**src/rtl/bist_tpg_ctrl_pkg.sv**
```systemverilog
// Shared BIST definitions: controller state encoding and default LFSR constants.
// Also consumed by the MISR side of the BIST chain.
package bist_tpg_ctrl_pkg;

  typedef enum logic [1:0] {
    IDLE  = 2'd0,
    RUN   = 2'd1,
    DRAIN = 2'd2,
    DONE  = 2'd3
  } tpg_state_e;

  localparam logic [7:0] BIST_POLY = 8'hB8;
  localparam logic [7:0] BIST_SEED = 8'h01;

endpackage

```
**src/rtl/bist_lfsr_galois.sv**
```systemverilog
// Right-shifting Galois LFSR with synchronous load (load wins over step).
module bist_lfsr_galois
  import bist_tpg_ctrl_pkg::*;
#(
  parameter int WIDTH = 8,
  parameter logic [WIDTH-1:0] POLY = BIST_POLY,
  parameter logic [WIDTH-1:0] SEED = BIST_SEED
) (
  input  logic             clk,
  input  logic             rst,
  input  logic             load,
  input  logic [WIDTH-1:0] load_val,
  input  logic             step,
  output logic [WIDTH-1:0] q
);

  logic [WIDTH-1:0] q_nxt;

  assign q_nxt = (q >> 1) ^ (q[0] ? POLY : '0);

  always_ff @(posedge clk or negedge rst) begin
    if (!rst) begin
      q <= SEED;
    end else if (load) begin
      q <= load_val;
    end else if (step) begin
      q <= q_nxt;
    end
  end

endmodule

```
**src/rtl/bist_tpg_ctrl.sv**
```systemverilog
// BIST test pattern generator and sequencer with delayed MISR capture enable.
// Define TPG_ALL_ZERO_EN to append one all-zero pattern to every run.
module bist_tpg_ctrl
  import bist_tpg_ctrl_pkg::*;
#(
  parameter int WIDTH = 8,
  parameter logic [WIDTH-1:0] POLY = BIST_POLY,
  parameter logic [WIDTH-1:0] DEFAULT_SEED = BIST_SEED,
  parameter int NUM_PATTERNS = 255,
  parameter int CUT_LATENCY = 1
) (
  input  logic             clk,
  input  logic             rst,
  input  logic             start,
  input  logic             abort,
  input  logic             hold,
  input  logic             seed_load,
  input  logic [WIDTH-1:0] seed,
  output logic [WIDTH-1:0] pattern,
  output logic             pattern_valid,
  output logic             misr_en,
  output logic             busy,
  output logic             done
);

  localparam int CW = WIDTH + 1;
  localparam int DL = (CUT_LATENCY == 0) ? 1 : CUT_LATENCY;
  localparam logic [CW-1:0] LAST = CW'(NUM_PATTERNS - 1);

  tpg_state_e state, state_nxt;

  logic [WIDTH-1:0] seed_reg, seed_nz, lfsr_q, lfsr_ld;
  logic [CW-1:0]    count;
  logic [DL-1:0]    dl, dl_nxt;
  logic             can_start, go, sload, issue;
  logic             last, zero_pat, pending;

  assign seed_nz   = (seed == '0) ? DEFAULT_SEED : seed;
  assign can_start = (state == IDLE) || (state == DONE);
  assign go        = can_start & start & ~abort;
  assign sload     = can_start & seed_load & ~abort;
  assign issue     = (state == RUN) & ~hold & ~abort;
  assign lfsr_ld   = seed_load ? seed_nz : seed_reg;

`ifdef TPG_ALL_ZERO_EN
  localparam logic [CW-1:0] ZIDX = CW'(NUM_PATTERNS);
  assign zero_pat = (count == ZIDX);
  assign last     = zero_pat;
`else
  assign zero_pat = 1'b0;
  assign last     = (count == LAST);
`endif

  // pending: a valid still has to reach misr_en after the coming edge
  generate
    if (CUT_LATENCY == 0) begin : g_lat0
      assign dl_nxt  = '0;
      assign misr_en = pattern_valid;
      assign pending = 1'b0;
    end else if (CUT_LATENCY == 1) begin : g_lat1
      assign dl_nxt  = pattern_valid;
      assign misr_en = dl[0];
      assign pending = pattern_valid;
    end else begin : g_latn
      assign dl_nxt  = {dl[DL-2:0], pattern_valid};
      assign misr_en = dl[DL-1];
      assign pending = pattern_valid | (|dl[DL-2:0]);
    end
  endgenerate

  bist_lfsr_galois #(
    .WIDTH(WIDTH),
    .POLY (POLY),
    .SEED (DEFAULT_SEED)
  ) u_lfsr (
    .clk     (clk),
    .rst     (rst),
    .load    (go),
    .load_val(lfsr_ld),
    .step    (issue & ~zero_pat),
    .q       (lfsr_q)
  );

  always_ff @(posedge clk or negedge rst) begin
    if (!rst) begin
      state <= IDLE;
    end else begin
      state <= state_nxt;
    end
  end

  always_comb begin
    state_nxt = state;
    unique case (1'b1)
      abort:                         state_nxt = IDLE;
      go:                            state_nxt = RUN;
      issue && last:                 state_nxt = DRAIN;
      (state == DRAIN) && !pending:  state_nxt = DONE;
      default:                       state_nxt = state;
    endcase
  end

  always_comb begin
    busy = 1'b0;
    done = 1'b0;
    unique case (state)
      RUN, DRAIN: busy = 1'b1;
      DONE:       done = 1'b1;
      default:    ;
    endcase
  end

  always_ff @(posedge clk or negedge rst) begin
    if (!rst) begin
      seed_reg      <= DEFAULT_SEED;
      count         <= '0;
      pattern       <= '0;
      pattern_valid <= 1'b0;
      dl            <= '0;
    end else begin
      if (sload) begin
        seed_reg <= seed_nz;
      end
      if (abort) begin
        pattern_valid <= 1'b0;
        dl            <= '0;
      end else begin
        if (go) begin
          count <= '0;
        end
        if (issue) begin
          pattern <= zero_pat ? '0 : lfsr_q;
          count   <= count + 1'b1;
        end
        pattern_valid <= issue;
        dl            <= dl_nxt;
      end
    end
  end

endmodule

```
**config.mk**
```make
export PLATFORM = sky130hd
export DESIGN_NAME = bist_tpg_ctrl
export DESIGN_NICKNAME = d
export VERILOG_FILES = /design/src/rtl/bist_tpg_ctrl_pkg.sv /design/src/rtl/bist_lfsr_galois.sv /design/src/rtl/bist_tpg_ctrl.sv
export SDC_FILE = /design/constraint.sdc
export NUM_CORES = 1
export LEC_CHECK = 0
export CORE_AREA = 3 3 89 91
export CTS_BUF_LIST = sky130_fd_sc_hd__clkbuf_16
export CTS_CLUSTER_SIZE = 24
export DETAILED_ROUTE_END_ITERATION = 12
export DIE_AREA = 0 0 92 94
export PLACE_DENSITY = 0.46
export SYNTH_ARGS = -nofsm -noshare
export SYNTH_HDL_FRONTEND = slang
export SYNTH_SLANG_ARGS = --single-unit
```
**constraint.sdc**
```tcl
create_clock -name clk -period 2 [get_ports clk]
set_clock_uncertainty 0.1 [all_clocks]
set_input_delay 0.3 -clock clk [delete_from_list [all_inputs] [get_ports clk]]
set_output_delay 0.3 -clock clk [all_outputs]
set_load 0.02 [all_outputs]
```
==> key figures, run 1 <==
Outcome
  • Status: finished, final reports clean

Logic synthesis
  • Register bit total from synthesis: 37
  • Avg Inst Size Synth: 10.9 µm²
  • Cells after synthesis: 162
  • Number of synthesized flops with an enable pin: 0
  • Syn nets: 181
  • Synth warnings: 0
  • Main flop type after synthesis: dfrtp_1
  • Synth cell types: 41
  • Post-synthesis sequential area ratio: 52.5%
  • Mapped Area: 1770 µm²
  • Post-synth ARST share: 100%

Global routing
  • Initial antenna violation count: 0
  • Met2 usage: 14.7%
  • Met1 Use GR: 12.6%
  • GR peak layer: met2
  • Met3 GRT Util: 2.24%
  • Total track usage: 9.52%
  • First-pass GRT wire length: 6490 µm
  • Grt ovf: 0
  • Pin count of the biggest net entering global routing: 38
  • Vias in the first global route: 1,318

Detailed routing
  • DRT Pass-1 Iters: 4
  • DR iter-0 viols: 78
  • Wire per inst: 12.5 µm
  • WL final: 3750 µm
  • Antenna Violating Nets Remaining: 0
  • Vias per inst: 4.30
  • Via Count: 1,290
  • Drt drc: 0

Place
  • Final Wtd Congestion: 0.750
  • Port Buffers: 25
  • Placed Cells incl. Taps: 291
  • Post-DP Area: 2180 µm²
  • Post-place setup slack: 0.0362 ns
  • DP HPWL: 2770 µm

Clock network
  • Root Driver: clkbuf_16
  • CTS Buffer Depth: 2
  • Htree depth: 2
  • Number of setup buffers added after CTS: 0
  • Clk pin slew, worst setup/hold paths: 0.06 ns
  • Clock Sink Count: 37
  • Total CTS buffers: 5
  • Skew-Pair Late Insertion Delay: 0.28 ns
  • TritonCTS clock tree: built

Finish
  • Max reg flops: 9
  • Nets@finish: 219
  • Share of cells above drive strength 1: 16.4%
  • Area delta synth->final: 32.2%
  • Post-Route Utilization: 32.4%
  • Multi-input combinational cell area: 768 µm²
  • Fillers: 777
  • Antenna fix cells: 0
  • Register area: 928 µm²
  • Most flop-heavy register: count
  • Post-route cell area: 2330 µm²
  • Layout Cells excl Fill: 300

STA
  • # setup viols final: 0
  • Worst Tran Pin Value: 0.479 ns
  • Setup TNS: 0 ns
  • Final Hold Fails: 0
  • Max Clk Rate: 0.531 GHz
  • Final setup margin: 0.117 ns
  • Final period util: 94.2%
  • Min Hold Slack: 0.368 ns
  • Max Slew Vio Count: 0
  • RSZ-0062 raised after global routing: no
  • Tmin final: 1.88 ns
  • Max-slew headroom: 68.1%

Critical path
  • Required @ worst endpoint: 1.60 ns
  • WS Path Type: flop to output port
  • Critical Path Sink Type: output port
  • Critical path cell sequence: inv_1, ha_1, inv_1, dlygate4sd2_1
  • CP Launch Type: flop
  • CP arrival: 1.48 ns
  • CP Max Fanout: 5
  • CP max stage cell: dfrtp_1
  • Crit path top cell by count: inv_1
  • Critical path's largest stage delay: 0.38 ns

Floorplan
  • Initial core utilization: 24.5%
  • Row cnt: 31
  • Ports: 26
  • Die ar.: 8650 µm²
  • Floorplan core area: 7210 µm²
  • Die height: 94 µm
  • Die Wd: 92 µm

Worst hold path
  • Hold crit path type: flop to flop

Power
  • Worst VDD drop: 359 µV
  • Pwr Total: 3.07 mW
  • Pleak: 1.02 nW
  • PD cells: 1320 nW/µm²

Flow run
  • Max_cap viols: 0
power breakdown:
group	internal, mW	leakage (nW)	switching, mW
clock network	0.456	0.0696	0.297
registers	1.04	0.467	0.194
logic	0.551	0.485	0.530
cell families (layout without fill, tap and decap cells):
group	count (synthesis)	count (layout)	synth area share, %
AO/OA/AOI/OAI	33	33	13.2
XOR/XNOR	4	4	1.98
adder cells (fa/ha/maj)	5	5	3.54
buffers and inverters	15	54	3.97
flip-flops	37	37	52.5
multiplexers	14	14	8.43
AND/OR/NAND/NOR	54	54	16.3
cells in the final DEF (no fill, tap or decap), types with 2 or more instances in the layout:
master	netlist	routed
a21oi_1	3	3
ha_1	5	5
nand3_1	5	5
o21ai_0	10	10
dfrtp_1	35	35
xnor2_1	4	4
clkbuf_16	0	5
nand2_1	22	22
nor2b_1	4	4
nor2_1	4	4
mux2_2	7	7
clkdlybuf4s50_1	0	23
nand3b_1	4	4
a221oi_1	3	3
a211oi_1	3	3
nand2b_1	3	3
o211ai_1	2	2
dfstp_2	2	2
a221o_1	4	4
mux2i_1	7	7
inv_1	8	8
buf_4	1	11
nand4_1	2	2
clkinv_2	1	3
nor3_1	3	3
synth_stat cells (all sizes together) (2+ instances only):
cell type	instances	area, µm²
o21ai	10	50.1
nand3	5	25.0
mux2	7	78.8
clkbuf	3	11.3
nand2b	3	18.8
nor2b	4	25.0
a221oi	3	26.3
nor2	4	15.0
a221o	4	40.0
xnor2	4	35.0
dfstp	2	52.6
buf	3	23.8
a211oi	3	22.5
ha	5	62.6
o211ai	2	15.0
nand2	22	82.6
a21oi	3	15.0
nor4	2	18.8
dfrtp	35	876
nand3b	4	30.0
inv	8	30.0
nand4	2	12.5
nor3	3	15.0
mux2i	7	70.1
area by class of cell:
type / instances / share of cell area, %
flip-flops and latches: 37 / 39.8
multi-input cells: 110 / 32.9
repair buffers: 37 / 14.4
clock buffers: 5 / 5.36
well taps: 99 / 5.31
inverters: 9 / 1.50
clock inverters: 3 / 0.750
metal layers:
layer  routed length, µm  share of wire, %  vias up
met5                   0                 0        -
met1                1890                50      605
met4                  65               1.7        0
met2                1670                44       20
li1                    -                 -      659
met3                 123               3.3        6
timing repair:
action / in CTS / in global routing
gates resized for setup: 1 / 0
setup endpoints to repair: 1 / 0
hold buffers: 1 / 0
hold endpoints to repair: 35 / 0
worst max-delay path: cells and delay by family, from the launching register on:
family	cells	cell delay (ns)
fa+ha+maj	1	0.36
buf+inv	3	0.47
flops	1	0.38
worst paths after layout:
path / depth (start not counted) / from / slack, ns / to
min in group asynchronous: 3 / rst / 0.49 / misr_en
max in group asynchronous: 3 / rst / 0.94 / seed_reg[0]
worst min register to register: 1 / count[8] / 0.37 / count[8]
worst max register to register: 5 / state[1] / 0.15 / u_lfsr.q[6]
worst max-delay path: 4 / state[0] / 0.12 / busy
worst min-delay path: 1 / count[8] / 0.37 / count[8]
No activity file was read; power rests on OpenSTA's default activity.
==> inputs of run 2 (changes only) <==
--- a/config.mk
+++ b/config.mk
@@ -5,12 +5,14 @@
 export SDC_FILE = /design/constraint.sdc
 export NUM_CORES = 1
 export LEC_CHECK = 0
+export CELL_PAD_IN_SITES_DETAIL_PLACEMENT = 1
+export CELL_PAD_IN_SITES_GLOBAL_PLACEMENT = 2
 export CORE_AREA = 3 3 89 91
 export CTS_BUF_LIST = sky130_fd_sc_hd__clkbuf_16
 export CTS_CLUSTER_SIZE = 24
 export DETAILED_ROUTE_END_ITERATION = 12
 export DIE_AREA = 0 0 92 94
-export PLACE_DENSITY = 0.46
+export PLACE_DENSITY = 0.62
 export SYNTH_ARGS = -nofsm -noshare
 export SYNTH_HDL_FRONTEND = slang
 export SYNTH_SLANG_ARGS = --single-unit
==> key figures, run 2 (same netlist as run 1, synthesis figures left out) <==
Clock network
  • Number of setup buffers added after CTS: 0 (unchanged)
  • TritonCTS clock tree: built
  • Total CTS buffers: 5 (unchanged)
  • Number of hold buffers added after CTS: 0 (-1)
  • Htree depth: 2 (unchanged)
  • Root Driver: clkbuf_16
  • CTS Buffer Depth: 2 (unchanged)
  • Skew-Pair Late Insertion Delay: 0.28 ns (about the same)
  • Clock Sink Count: 37 (unchanged)
  • Clk pin slew, worst setup/hold paths: 0.06 ns (about the same)

STA
  • RSZ-0062 raised after global routing: no
  • Worst Tran Pin Value: 0.424 ns (-0.0548 ns)
  • Setup TNS: 0 ns (unchanged)
  • Max-slew headroom: 71.5% (+3.4 points)
  • Final period util: 94.5% (+0.32 points)
  • Max Clk Rate: 0.529 GHz (-0.34%)
  • Tmin final: 1.89 ns (+0.00643 ns)
  • Max Slew Vio Count: 0 (unchanged)
  • # setup viols final: 0 (unchanged)
  • Final Hold Fails: 0 (unchanged)

Floorplan
  • Initial core utilization: 24.5% (unchanged)
  • Die ar.: 8650 µm² (unchanged)
  • Row cnt: 31 (unchanged)
  • Ports: 26 (unchanged)
  • Floorplan core area: 7210 µm² (unchanged)
  • Die height: 94 µm (unchanged)
  • Die Wd: 92 µm (unchanged)

Finish
  • Share of cells above drive strength 1: 16.0% (-0.42 points)
  • Most flop-heavy register: count
  • Max reg flops: 9 (unchanged)
  • Area delta synth->final: 32.8%
  • Commonest non-fill, non-tap cell in the layout: dfrtp_1
  • Most frequent cells in the layout: 35 x dfrtp_1, 24 x clkdlybuf4s50_1, 22 x nand2_1
  • Nets@finish: 218 (-0.46%)
  • Antenna fix cells: 0 (unchanged)

Global routing
  • Total track usage: 10.9% (+1.4 points)
  • Vias in the first global route: 1,519 (+15%)
  • Met3 GRT Util: 3.21% (+0.96 points)
  • Met2 usage: 18.6% (+4.0 points)
  • Grt ovf: 0 (unchanged)
  • GR peak layer: met2
  • Pin count of the biggest net entering global routing: 38 (unchanged)
  • Met1 Use GR: 13.4% (+0.75 points)
  • Initial antenna violation count: 0 (unchanged)
  • First-pass GRT wire length: 7450 µm (+15%)

Critical path
  • CP Max Fanout: 5 (unchanged)
  • Launching point of the worst reg2reg path: state[1]
  • Critical path cell sequence: inv_1, ha_1, inv_1, dlygate4sd2_1
  • Crit path top cell by count: inv_1
  • Critical path's largest stage delay: 0.38 ns (about the same)
  • CP Launch Type: flop
  • CP max stage cell: dfrtp_1
  • WS Path Type: flop to output port
  • CP top delay family: buffers and inverters
  • Critical Path Sink Type: output port
  • CP arrival: 1.49 ns (about the same)
  • Setup crit start: state[0]
  • Required @ worst endpoint: 1.60 ns (about the same)
  • Worst Path Buf+Inv: 3 (unchanged)

Detailed routing
  • Vias per inst: 4.53 (+5.2%)
  • DR iter-0 viols: 55 (-29%)
  • Drt drc: 0 (unchanged)
  • WL final: 4270 µm (+14%)
  • Antenna Violating Nets Remaining: 0 (unchanged)
  • Via Count: 1,353 (+4.9%)
  • DRT Pass-1 Iters: 3 (-1)
  • Wire per inst: 14.3 µm (+14%)

Place
  • Port Buffers: 25 (unchanged)
  • DP HPWL: 3260 µm (+18%)
  • Final Wtd Congestion: 0.808 (+7.7%)

Power
  • Pwr Total: 3.10 mW (+1.1%)
  • Worst VDD drop: 444 µV (+24%)
  • Pleak: 1.02 nW (+0.24%)
  • PD cells: 1320 nW/µm² (+0.63%)

Worst hold path
  • Hold crit path type: input pin to asynchronous set/reset pin

Flow run
  • Max_cap viols: 0 (unchanged)

Outcome
  • Status: finished, final reports clean
run 2: cell count changes in the layout (fill, tap and decap cells not counted):
cell,change
dlygate4sd3_1,-1
buf_4,-2
buf_2,-1
buf_6,+1
clkdlybuf4s50_1,+1
buf_12,+1
run 2: metrics by stage:
stage / instances / setup WS, ns / instance area, µm² / hold slack [ns] / utilization (%)
6_report: 299 / 0.110 / 2350 / 0.294 / 32.5
4_1_cts: 299 / 0.0696 / 2340 / 0.305 / 32.5
3_3_place_gp: 291 / 0.0349 / 2200 / 0.358 / 30.5
2_1_floorplan: 162 / 0.191 / 1770 / -0.0956 / -
3_5_place_dp: 291 / -0.00756 / 2200 / 0.365 / 30.5
5_1_grt: 299 / 0.0305 / 2350 / 0.324 / 32.5
run 2: path summary, 6_finish.rpt:
| kind | to | slack, ns | cells after the start |
|---|---|---|---|
| worst max-delay path | busy | 0.11 | 4 |
| worst min-delay path | count[8] | 0.29 | 2 |
| worst max register to register | state[0] | 0.14 | 5 |
| worst min register to register | count[8] | 0.36 | 1 |
| max in group asynchronous | seed_reg[0] | 1.24 | 2 |
| min in group clk | count[8] | 0.36 | 1 |
run 2: area by class of cell:
| cell class | instances | area [µm²] |
|---|---|---|
| timing repair buffer | 36 | 348 |
| sequential | 37 | 928 |
| tap | 99 | 124 |
| fill | 847 | 4870 |
| clock inverter | 3 | 17.5 |
| clock buffer | 5 | 125 |
| multi-input combinational | 110 | 768 |
| inverter | 9 | 35.0 |
run 2: where the power goes:
part	switching (mW)	internal (mW)
clock network	0.297	0.456
registers	0.210	1.04
logic	0.551	0.548
total	1.06	2.05
run 2: layer usage:
metal	part of all wire [%]	wire length [µm]
met1	44	1890
met2	51	2160
met3	3.9	167
met4	1.3	55
met5	0	0
run 2: what timing repair did:
action,4_1_cts,5_1_grt
setup endpoints to repair,1,1
gates resized for setup,1,1
pin swaps,0,0
==> inputs of run 3 (changes only) <==
--- a/config.mk
+++ b/config.mk
@@ -9,6 +9,7 @@
 export CELL_PAD_IN_SITES_GLOBAL_PLACEMENT = 2
 export CORE_AREA = 3 3 89 91
 export CTS_BUF_LIST = sky130_fd_sc_hd__clkbuf_16
+export CTS_CLUSTER_DIAMETER = 120
 export CTS_CLUSTER_SIZE = 24
 export DETAILED_ROUTE_END_ITERATION = 12
 export DIE_AREA = 0 0 92 94
==> results of run 3 <==
No change in the layout: final DEF, timing and power equal those of run 2.
